## src/rtl/pipe_ctrl.sv

```systemverilog
// Hazard/flush sequencer for the 5-stage core: drives stall/flush of PC, IF/ID and ID/EX
// from load-use, mul/div occupancy, EX redirects and fetch-not-ready conditions.
module pipe_ctrl #(
  parameter int PC_WIDTH     = 32,
  parameter int RA_WIDTH     = 5,
  parameter int FLUSH_CYCLES = 1,
  parameter int CNT_WIDTH    = 32
) (
  input  logic                 clk,
  input  logic                 rst,
  input  logic                 id_valid_i,
  input  logic [RA_WIDTH-1:0]  id_rs1_i,
  input  logic [RA_WIDTH-1:0]  id_rs2_i,
  input  logic                 id_rs1_re_i,
  input  logic                 id_rs2_re_i,
  input  logic                 ex_valid_i,
  input  logic                 ex_is_load_i,
  input  logic [RA_WIDTH-1:0]  ex_rd_i,
  input  logic                 ex_rd_we_i,
  input  logic                 ex_md_start_i,
  input  logic                 md_done_i,
  input  logic                 ex_redirect_i,
  input  logic [PC_WIDTH-1:0]  ex_redirect_pc_i,
  input  logic                 if_instr_valid_i,
  output logic                 pc_stall_o,
  output logic                 if_id_stall_o,
  output logic                 if_id_flush_o,
  output logic                 id_ex_stall_o,
  output logic                 id_ex_flush_o,
  output logic                 pc_redirect_o,
  output logic [PC_WIDTH-1:0]  pc_redirect_addr_o,
  output logic [CNT_WIDTH-1:0] stall_cycles_o
);

  typedef enum logic [1:0] {RUN, MD_WAIT, REDIR} state_t;

  localparam logic [2:0] FCNT_RELOAD = 3'(FLUSH_CYCLES - 1);
  localparam bit         MULTI_FLUSH = (FLUSH_CYCLES > 1);

  state_t               state_q, state_d;
  logic [2:0]           fcnt_q, fcnt_d;
  logic [CNT_WIDTH-1:0] stall_cnt_q;

  logic [RA_WIDTH-1:0] id_rs    [2];
  logic [1:0]          id_rs_re;
  logic [1:0]          src_hit;
  logic                load_use;
  logic                redirect;

  assign id_rs[0]    = id_rs1_i;
  assign id_rs[1]    = id_rs2_i;
  assign id_rs_re[0] = id_rs1_re_i;
  assign id_rs_re[1] = id_rs2_re_i;

  genvar gi;
  generate
    for (gi = 0; gi < 2; gi++) begin : g_src
      assign src_hit[gi] = id_rs_re[gi] & (id_rs[gi] == ex_rd_i);
    end
  endgenerate

  assign load_use = ex_valid_i & ex_is_load_i & ex_rd_we_i & (ex_rd_i != '0) &
                    id_valid_i & (|src_hit);
  assign redirect = ex_valid_i & ex_redirect_i;

  always_comb begin
    state_d       = state_q;
    fcnt_d        = fcnt_q;
    pc_stall_o    = 1'b0;
    if_id_stall_o = 1'b0;
    if_id_flush_o = 1'b0;
    id_ex_stall_o = 1'b0;
    id_ex_flush_o = 1'b0;
    pc_redirect_o = 1'b0;

    unique case (state_q)
      RUN: begin
        if (redirect) begin
          pc_redirect_o = 1'b1;
          if_id_flush_o = 1'b1;
          id_ex_flush_o = 1'b1;
          if (MULTI_FLUSH) begin
            state_d = REDIR;
            fcnt_d  = FCNT_RELOAD;
          end
        end else if (ex_md_start_i && !md_done_i) begin
          pc_stall_o    = 1'b1;
          if_id_stall_o = 1'b1;
          id_ex_stall_o = 1'b1;
          state_d       = MD_WAIT;
        end else if (load_use) begin
          pc_stall_o    = 1'b1;
          if_id_stall_o = 1'b1;
          id_ex_flush_o = 1'b1;
        end else if (!if_instr_valid_i) begin
          pc_stall_o    = 1'b1;
          if_id_flush_o = 1'b1;
        end
      end
      MD_WAIT: begin
        if (!md_done_i) begin
          pc_stall_o    = 1'b1;
          if_id_stall_o = 1'b1;
          id_ex_stall_o = 1'b1;
        end else begin
          state_d = RUN;
        end
      end
      REDIR: begin
        // Fetch data in flight is wrong-path; ID/EX already holds bubbles.
        if_id_flush_o = 1'b1;
        if (redirect) begin
          pc_redirect_o = 1'b1;
          id_ex_flush_o = 1'b1;
          fcnt_d        = FCNT_RELOAD;
        end else begin
          fcnt_d = fcnt_q - 3'd1;
          if (fcnt_q == 3'd1) state_d = RUN;
        end
      end
      default: state_d = RUN;
    endcase

    if (rst) begin
      pc_stall_o    = 1'b0;
      if_id_stall_o = 1'b0;
      if_id_flush_o = 1'b0;
      id_ex_stall_o = 1'b0;
      id_ex_flush_o = 1'b0;
      pc_redirect_o = 1'b0;
    end
  end

  assign pc_redirect_addr_o = rst ? '0 : ex_redirect_pc_i;
  assign stall_cycles_o     = stall_cnt_q;

  always_ff @(posedge clk) begin
    if (rst) begin
      state_q     <= RUN;
      fcnt_q      <= 3'd0;
      stall_cnt_q <= '0;
    end else begin
      state_q <= state_d;
      fcnt_q  <= fcnt_d;
      if (pc_stall_o && (stall_cnt_q != {CNT_WIDTH{1'b1}}))
        stall_cnt_q <= stall_cnt_q + CNT_WIDTH'(1);
    end
  end

endmodule

```

## config.mk

```make
export PLATFORM = sky130hd
export DESIGN_NAME = pipe_ctrl
export DESIGN_NICKNAME = d
export VERILOG_FILES = /design/src/rtl/pipe_ctrl.sv
export SDC_FILE = /design/constraint.sdc
export NUM_CORES = 1
export LEC_CHECK = 0
export ABC_AREA = 0
export ABC_CLOCK_PERIOD_IN_PS = 2700
export CORE_ASPECT_RATIO = 2
export CORE_MARGIN = 4
export CORE_UTILIZATION = 50
export DETAILED_ROUTE_END_ITERATION = 16
export DONT_BUFFER_PORTS = 1
export GPL_TIMING_DRIVEN = 0
export PLACE_DENSITY_LB_ADDON = 0.2
export SYNTH_ARGS = -nofsm -noshare
export SYNTH_HDL_FRONTEND = slang
export SYNTH_SLANG_ARGS = --single-unit
```

## constraint.sdc

```tcl
create_clock -name clk -period 2.7 [get_ports clk]
set_input_delay 0.135 -clock clk [delete_from_list [all_inputs] [get_ports clk]]
set_output_delay 0.135 -clock clk [all_outputs]
set_load 0.05 [all_outputs]
```

==> results of run 1 <==
[flip-flops by register name, indices dropped and copies added (netlist names)]
name	flops
stall_cycles_o	32
state_q	1
[metrics by stage]
| step | total power, mW | utilization | worst slack, ps |
|---|---|---|---|
| after floorplan | 0.6960 | - | 145.4 |
| after global placement | 0.7213 | 0.5407 | -257.8 |
| after detailed placement | 0.7241 | 0.5449 | -241.3 |
| after CTS | 1.139 | 0.5749 | 14.00 |
| after global routing | 1.165 | 0.5818 | 13.65 |
| final | 1.126 | 0.5818 | 133.8 |
[layout make-up]
class / instances / area [sq um]
sequential: 33 / 695.7
buffer: 17 / 67.56
inverter: 5 / 18.77
clock buffer: 7 / 96.34
tap: 52 / 65.06
clock inverter: 1 / 5.005
timing repair buffer: 2 / 17.52
multi-input combinational: 228 / 1460
fill: 418 / 1744
[cell usage after synthesis (2+ instances only)]
cell       n
a21oi_1   25
dfxtp_1   33
nor2_1    11
buf_1      3
and4_1     4
nand2b_1   2
mux2_2     6
and2_1     2
o31ai_1   18
nand4_1   10
xnor2_1   10
nor2b_1   39
o21ai_0    5
or4_1     20
clkbuf_1  12
inv_1      5
or3_1      5
nor4_1     2
buf_2      2
and3_1     6
o311ai_0   3
nand3_1   17
nand2_1   18
nor3_1    10
[worst paths after layout]
| kind | start | cells after the start | end | slack [ps] |
|---|---|---|---|---|
| max reg2reg | stall_cycles_o[13] | 7 | stall_cycles_o[1] | 130 |
| min reg2reg | stall_cycles_o[10] | 2 | stall_cycles_o[10] | 590 |
| max | stall_cycles_o[13] | 7 | stall_cycles_o[1] | 130 |
| min | ex_md_start_i | 2 | state_q[0] | 80 |
[power groups by stage]
stage / clock network (mW) / logic, mW / registers, mW
3_5_place_dp: 0 / 0.212 / 0.512
6_report: 0.418 / 0.214 / 0.493
4_1_cts: 0.425 / 0.214 / 0.500
2_1_floorplan: 0 / 0.186 / 0.510
3_3_place_gp: 0 / 0.210 / 0.512
5_1_grt: 0.445 / 0.226 / 0.494
[layer usage]
layer  vias up  global-route usage  wire length [um]
met2       124              0.4644              3912
li1       1072                   -                 -
met3        13             0.04418               463
met4         0              0.1228               140
met1      1060              0.2340              2279
met5         -                   0                 0
[repair_timing]
item,in CTS,in global routing
hold buffers,1,0
endpoints found under the setup margin,25,23
resized for setup,11,13
endpoints found under the hold margin,1,0
[cells by family (layout without fill, tap and decap cells)]
kind of cell    Yosys count  count (layout)
simple gates            152             152
mux                       7               7
flops                    33              33
xor+xnor                 10              10
buf+inv                  22              32
compound gates           58              58
fa+ha+maj                 1               1
[cells in the final DEF, fill, tap and decap left out, types with 9 or more instances in the layout]
cell type	instances
or4_1	20
nand4_1	10
nor2b_1	39
nor2_1	11
nor3_1	9
nand3_1	17
xnor2_1	10
clkbuf_1	11
o31ai_1	18
a21oi_1	25
nand2_1	18
dfxtp_1	19
[worst register-to-register path, stage by stage, from the launching register on]
cell and delay (ps):
dfxtp_2 550, nand4_1 220, or4_4 560, nor3_2 320
buf_2 290, buf_2 280, o21ai_0 110, a21oi_1 170
==> results_dict.tcl, run 1 <==
set metrics [dict create \
    grt_max_degree 11 \
    numCtsBuffers 5 \
    dieHeight_um 101.6 \
    grt-ovfl-total 0 \
    p_leak_nw 0.7635 \
    htreeDepth 2 \
    synth.largest_area_cell "dfxtp_1" \
    hold-worst-slack_ps 75.75 \
    power.density_mw_per_mm2 464.1 \
    crit_top_cell "buf_2" \
    cp-end-kind "flip-flop" \
    fp.dieW_um 54.80 \
    worst-setup-path-type "flip-flop to flip-flop" \
    synth_edf_count 0 \
    p_int_uw 753.7 \
    drt-initial-drc-count 63 \
    cts_tree "yes" \
    grt_pass1_wl_um 10220 \
    switchingPower_uw 372.2 \
    num_rows 33 \
    cp.buffers_inverters 2 \
    yosys.area_share.simple 0.4114 \
    startpoint_type "flip-flop" \
    syn-cell-area_sq_mm 0.002190 \
    drc 0 \
    post_cts_buffers 0 \
    hold_class "input pin to flip-flop" \
    rsz0062_at_grt "false" \
    path_delay_family "simple AND/OR/NAND/NOR gates" \
    synthTopCellsByArea "dfxtp_1, nor2b_1, or4_1, o31ai_1, a21oi_1" \
    die_area_sq_mm 0.005566 \
    cts-root-buf "clkbuf_8" \
    pin_count 129 \
    p_comb_frac 0.190 \
    ir_worst_vdd_v 0.0002889 \
    clkPwrFrac 0.372 \
    initial_core_util 0.5251 \
    diodes 0 \
    yosysSeqAreaShare 0.3017 \
    via_count 2269 \
    grtUsageTotal 0.2464 \
    async_flop_share 0 \
    vias_per_cell 6.577 \
    hold_viol 0 \
    fin_crit_ps 2566 \
    tightest_slew_ps 1453 \
    sw_frac_of_total 0.3306 \
    fin_skew_ps 2.660 \
    relSlewSlack 0.02396 \
    routed_wl_um 6795 \
    status "finished clean" \
    post-route-period-util 0.9504 \
    clk_latency_ps 280 \
    design_area_sq_mm 0.002426 \
    area_delta_synth_final_pct 10.80 \
    crit_chain "nand4_1 > or4_4 > nor3_2 > buf_2 > buf_2 > o21ai_0 > a21oi_1" \
    max_freq_mhz 389.7 \
    stdcell_count 345 \
    avgRoutedWirePerCell_um 19.70 \
    dr.pass1.iters 4 \
    yosysUniqueCellTypes 39 \
    clk_pin_slew_worst_paths_ps 70 \
    synth_top_area_share 0.3017 \
    cp_data_required_time_ps 2920 \
    syn_area_per_cell_sq_um 7.737 \
    yosys_warnings 0 \
    port-buffer-count 0 \
    drv_cap 0 \
    clock-sinks 33 \
    gp_congestion 0.9436 \
    crit_arrival_ps 2780 \
    synth_top_family_by_area "simple AND/OR/NAND/NOR gates" \
    pwr-share-seq 0.438 \
    synth-compound-area-share 0.1669 \
    setup_viol 0 \
    slowest_delay_ps 560 \
    critical_path.max_fanout 10 \
    synth_fa_ha_area_frac 0.005714 \
    slew_violations 0 \
    slowest_stage "or4_4" \
    synthCells 283 \
    hpwl_um 5309 \
    core_sq_mm 0.004170 \
    antenna_found_initial 0 \
    synth_mux_area_frac 0.03543 \
    grt_pass1_vias 2255 \
    cts.path.max_buffers 2 \
    ys_ff_latch 33 \
    nets 352 \
    synth_xor_area_frac 0.04000 \
    syn-num-nets 343 \
    place_area_sq_mm 0.002272 \
    ant_nets 0 \
    drive_gt1_frac 0.1365 \
    place_inst 336 \
    ys.flop_type "dfxtp_1" \
    setup_tns_ps 0 \
]
(Power assumes the default switching activity.)
==> run 2, diff against run 1 <==
--- a/config.mk
+++ b/config.mk
@@ -9,7 +9,7 @@
 export ABC_CLOCK_PERIOD_IN_PS = 2700
 export CORE_ASPECT_RATIO = 2
 export CORE_MARGIN = 4
-export CORE_UTILIZATION = 50
+export CORE_UTILIZATION = 63
 export DETAILED_ROUTE_END_ITERATION = 16
 export DONT_BUFFER_PORTS = 1
 export GPL_TIMING_DRIVEN = 0
==> results_dict.tcl, run 2 (synthesized netlist as in run 1, its figures left out) <==
set metrics [dict create \
    relSlewSlack 0.04816 \
    finalPower_mw 1.085 \
    hold-worst-slack_ps 114.5 \
    nets 351 \
    largest_register_ffs 32 \
    status "finished clean" \
    core_sq_mm 0.003378 \
    clk_pin_slew_worst_paths_ps 60 \
    cts.path.max_buffers 2 \
    grt-ovfl-total 0 \
    worst-setup-path-type "flip-flop to flip-flop" \
    diodes 0 \
    drt-initial-drc-count 59 \
    antenna_found_initial 0 \
    p_int_uw 727.0 \
    hpwl_um 4903 \
    p_leak_nw 0.7660 \
    cp_data_required_time_ps 2910 \
    slowest_stage "or4_4" \
    fin_crit_ps 2577 \
    hold_viol 0 \
    fillers 289 \
    pwr-share-seq 0.457 \
    cts_tree "yes" \
    max_freq_mhz 388.1 \
    setup_viol 0 \
    ir_worst_vdd_v 0.0003644 \
    clock-sinks 33 \
    fin_skew_ps 3.275 \
    crit_top_cell "buf_2" \
    dr.pass1.iters 6 \
    cts-root-buf "clkbuf_8" \
    drv_cap 0 \
    die_area_sq_mm 0.004540 \
    initial_core_util 0.6481 \
    clk_latency_ps 290 \
    area_delta_synth_final_pct 8.914 \
    num_rows 30 \
    p_comb_frac 0.196 \
    post_cts_buffers 0 \
    crit_arrival_ps 2790 \
    post-route-period-util 0.9543 \
    gp_congestion 0.8503 \
    pin_count 129 \
    slowest_delay_ps 610 \
    drc 0 \
    grtUsageTotal 0.2913 \
    critical_path.max_fanout 10 \
    dieHeight_um 91.37 \
    cp-end-kind "flip-flop" \
    clkPwrFrac 0.347 \
    port-buffer-count 0 \
    grt_pass1_wl_um 10460 \
    grt_max_degree 11 \
    dp_slack_ps -241.9 \
    htreeDepth 2 \
    multi_input_area_sq_mm 0.001471 \
    layout_common_cells "nor2b_1, a21oi_1, or4_1" \
    fp.dieW_um 49.69 \
    slew_violations 0 \
    power.density_mw_per_mm2 454.9 \
    tightest_slew_ps 1417 \
    ant_nets 0 \
    startpoint_type "flip-flop" \
    setup_tns_ps 0 \
    numCtsBuffers 5 \
    drive_gt1_frac 0.1306 \
    avgRoutedWirePerCell_um 19.96 \
    hold_class "input pin to flip-flop" \
    via_count 2253 \
    seq_area_sq_um 690.7 \
    routed_wl_um 6446 \
    mostFrequentLayoutCell "nor2b_1" \
    crit_chain "nand3_1 > or4_4 > nor3_4 > buf_2 > buf_2 > o21ai_0 > a21oi_1" \
    vias_per_cell 6.975 \
    switchingPower_uw 357.9 \
    grt_pass1_vias 2323 \
    sw_frac_of_total 0.3299 \
    fin_ws_ps 123.4 \
]
run 2: changes by cell type in the layout (fill, tap and decap cells not counted), sizes merged:
cell    change
clkinv      -1
clkbuf      +1
buf         -2
run 2: final cells by class:
type,count,area share
buffer,17,0.02833
clock buffer,7,0.03620
inverter,5,0.007870
multi-input combinational,228,0.6170
sequential,33,0.2896
tap,32,0.01679
timing repair buffer,1,0.004197
run 2: worst paths after layout:
path,start,end,slack (ps),cells after the start
max,stall_cycles_o[12],stall_cycles_o[1],120,7
min,ex_md_start_i,state_q[0],110,2
max reg2reg,stall_cycles_o[12],stall_cycles_o[1],120,7
min reg2reg,stall_cycles_o[9],stall_cycles_o[9],590,2
run 2: power groups by stage:
stage          clock network, mW  logic (mW)  registers [mW]
6_report                   0.376       0.213           0.496
5_1_grt                    0.401       0.225           0.496
4_1_cts                    0.380       0.212           0.501
3_5_place_dp                   0       0.210           0.512
3_3_place_gp                   0       0.208           0.512
2_1_floorplan                  0       0.186           0.510
run 2: layer usage:
| layer | vias up | global-route usage | routed length [um] |
|---|---|---|---|
| li1 | 1069 | - | - |
| met1 | 1044 | 0.2828 | 2214 |
| met3 | 15 | 0.06568 | 535 |
| met4 | 0 | 0.1409 | 126 |
| met2 | 125 | 0.5498 | 3569 |
| met5 | - | 0 | 0 |
run 2: worst max-delay path: cells and delay by family, from the launching register on:
kind | cells | cell delay [ps]
simple gates | 3 | 1130
buf+inv | 2 | 570
flops | 1 | 530
compound gates | 2 | 280
run 2: through the flow:
step                  util  area (sq um)  std cells
floorplan                -          2190        283
global placement    0.6600          2230        315
detailed placement  0.6644          2245        315
CTS                 0.6970          2355        323
global route        0.7059          2385        323
finish              0.7059          2385        323
run 2: what timing repair did:
item,CTS,global route
gates resized for setup,11,11
hold buffers,1,0
endpoints found under the hold margin,1,0
endpoints found under the setup margin,23,24
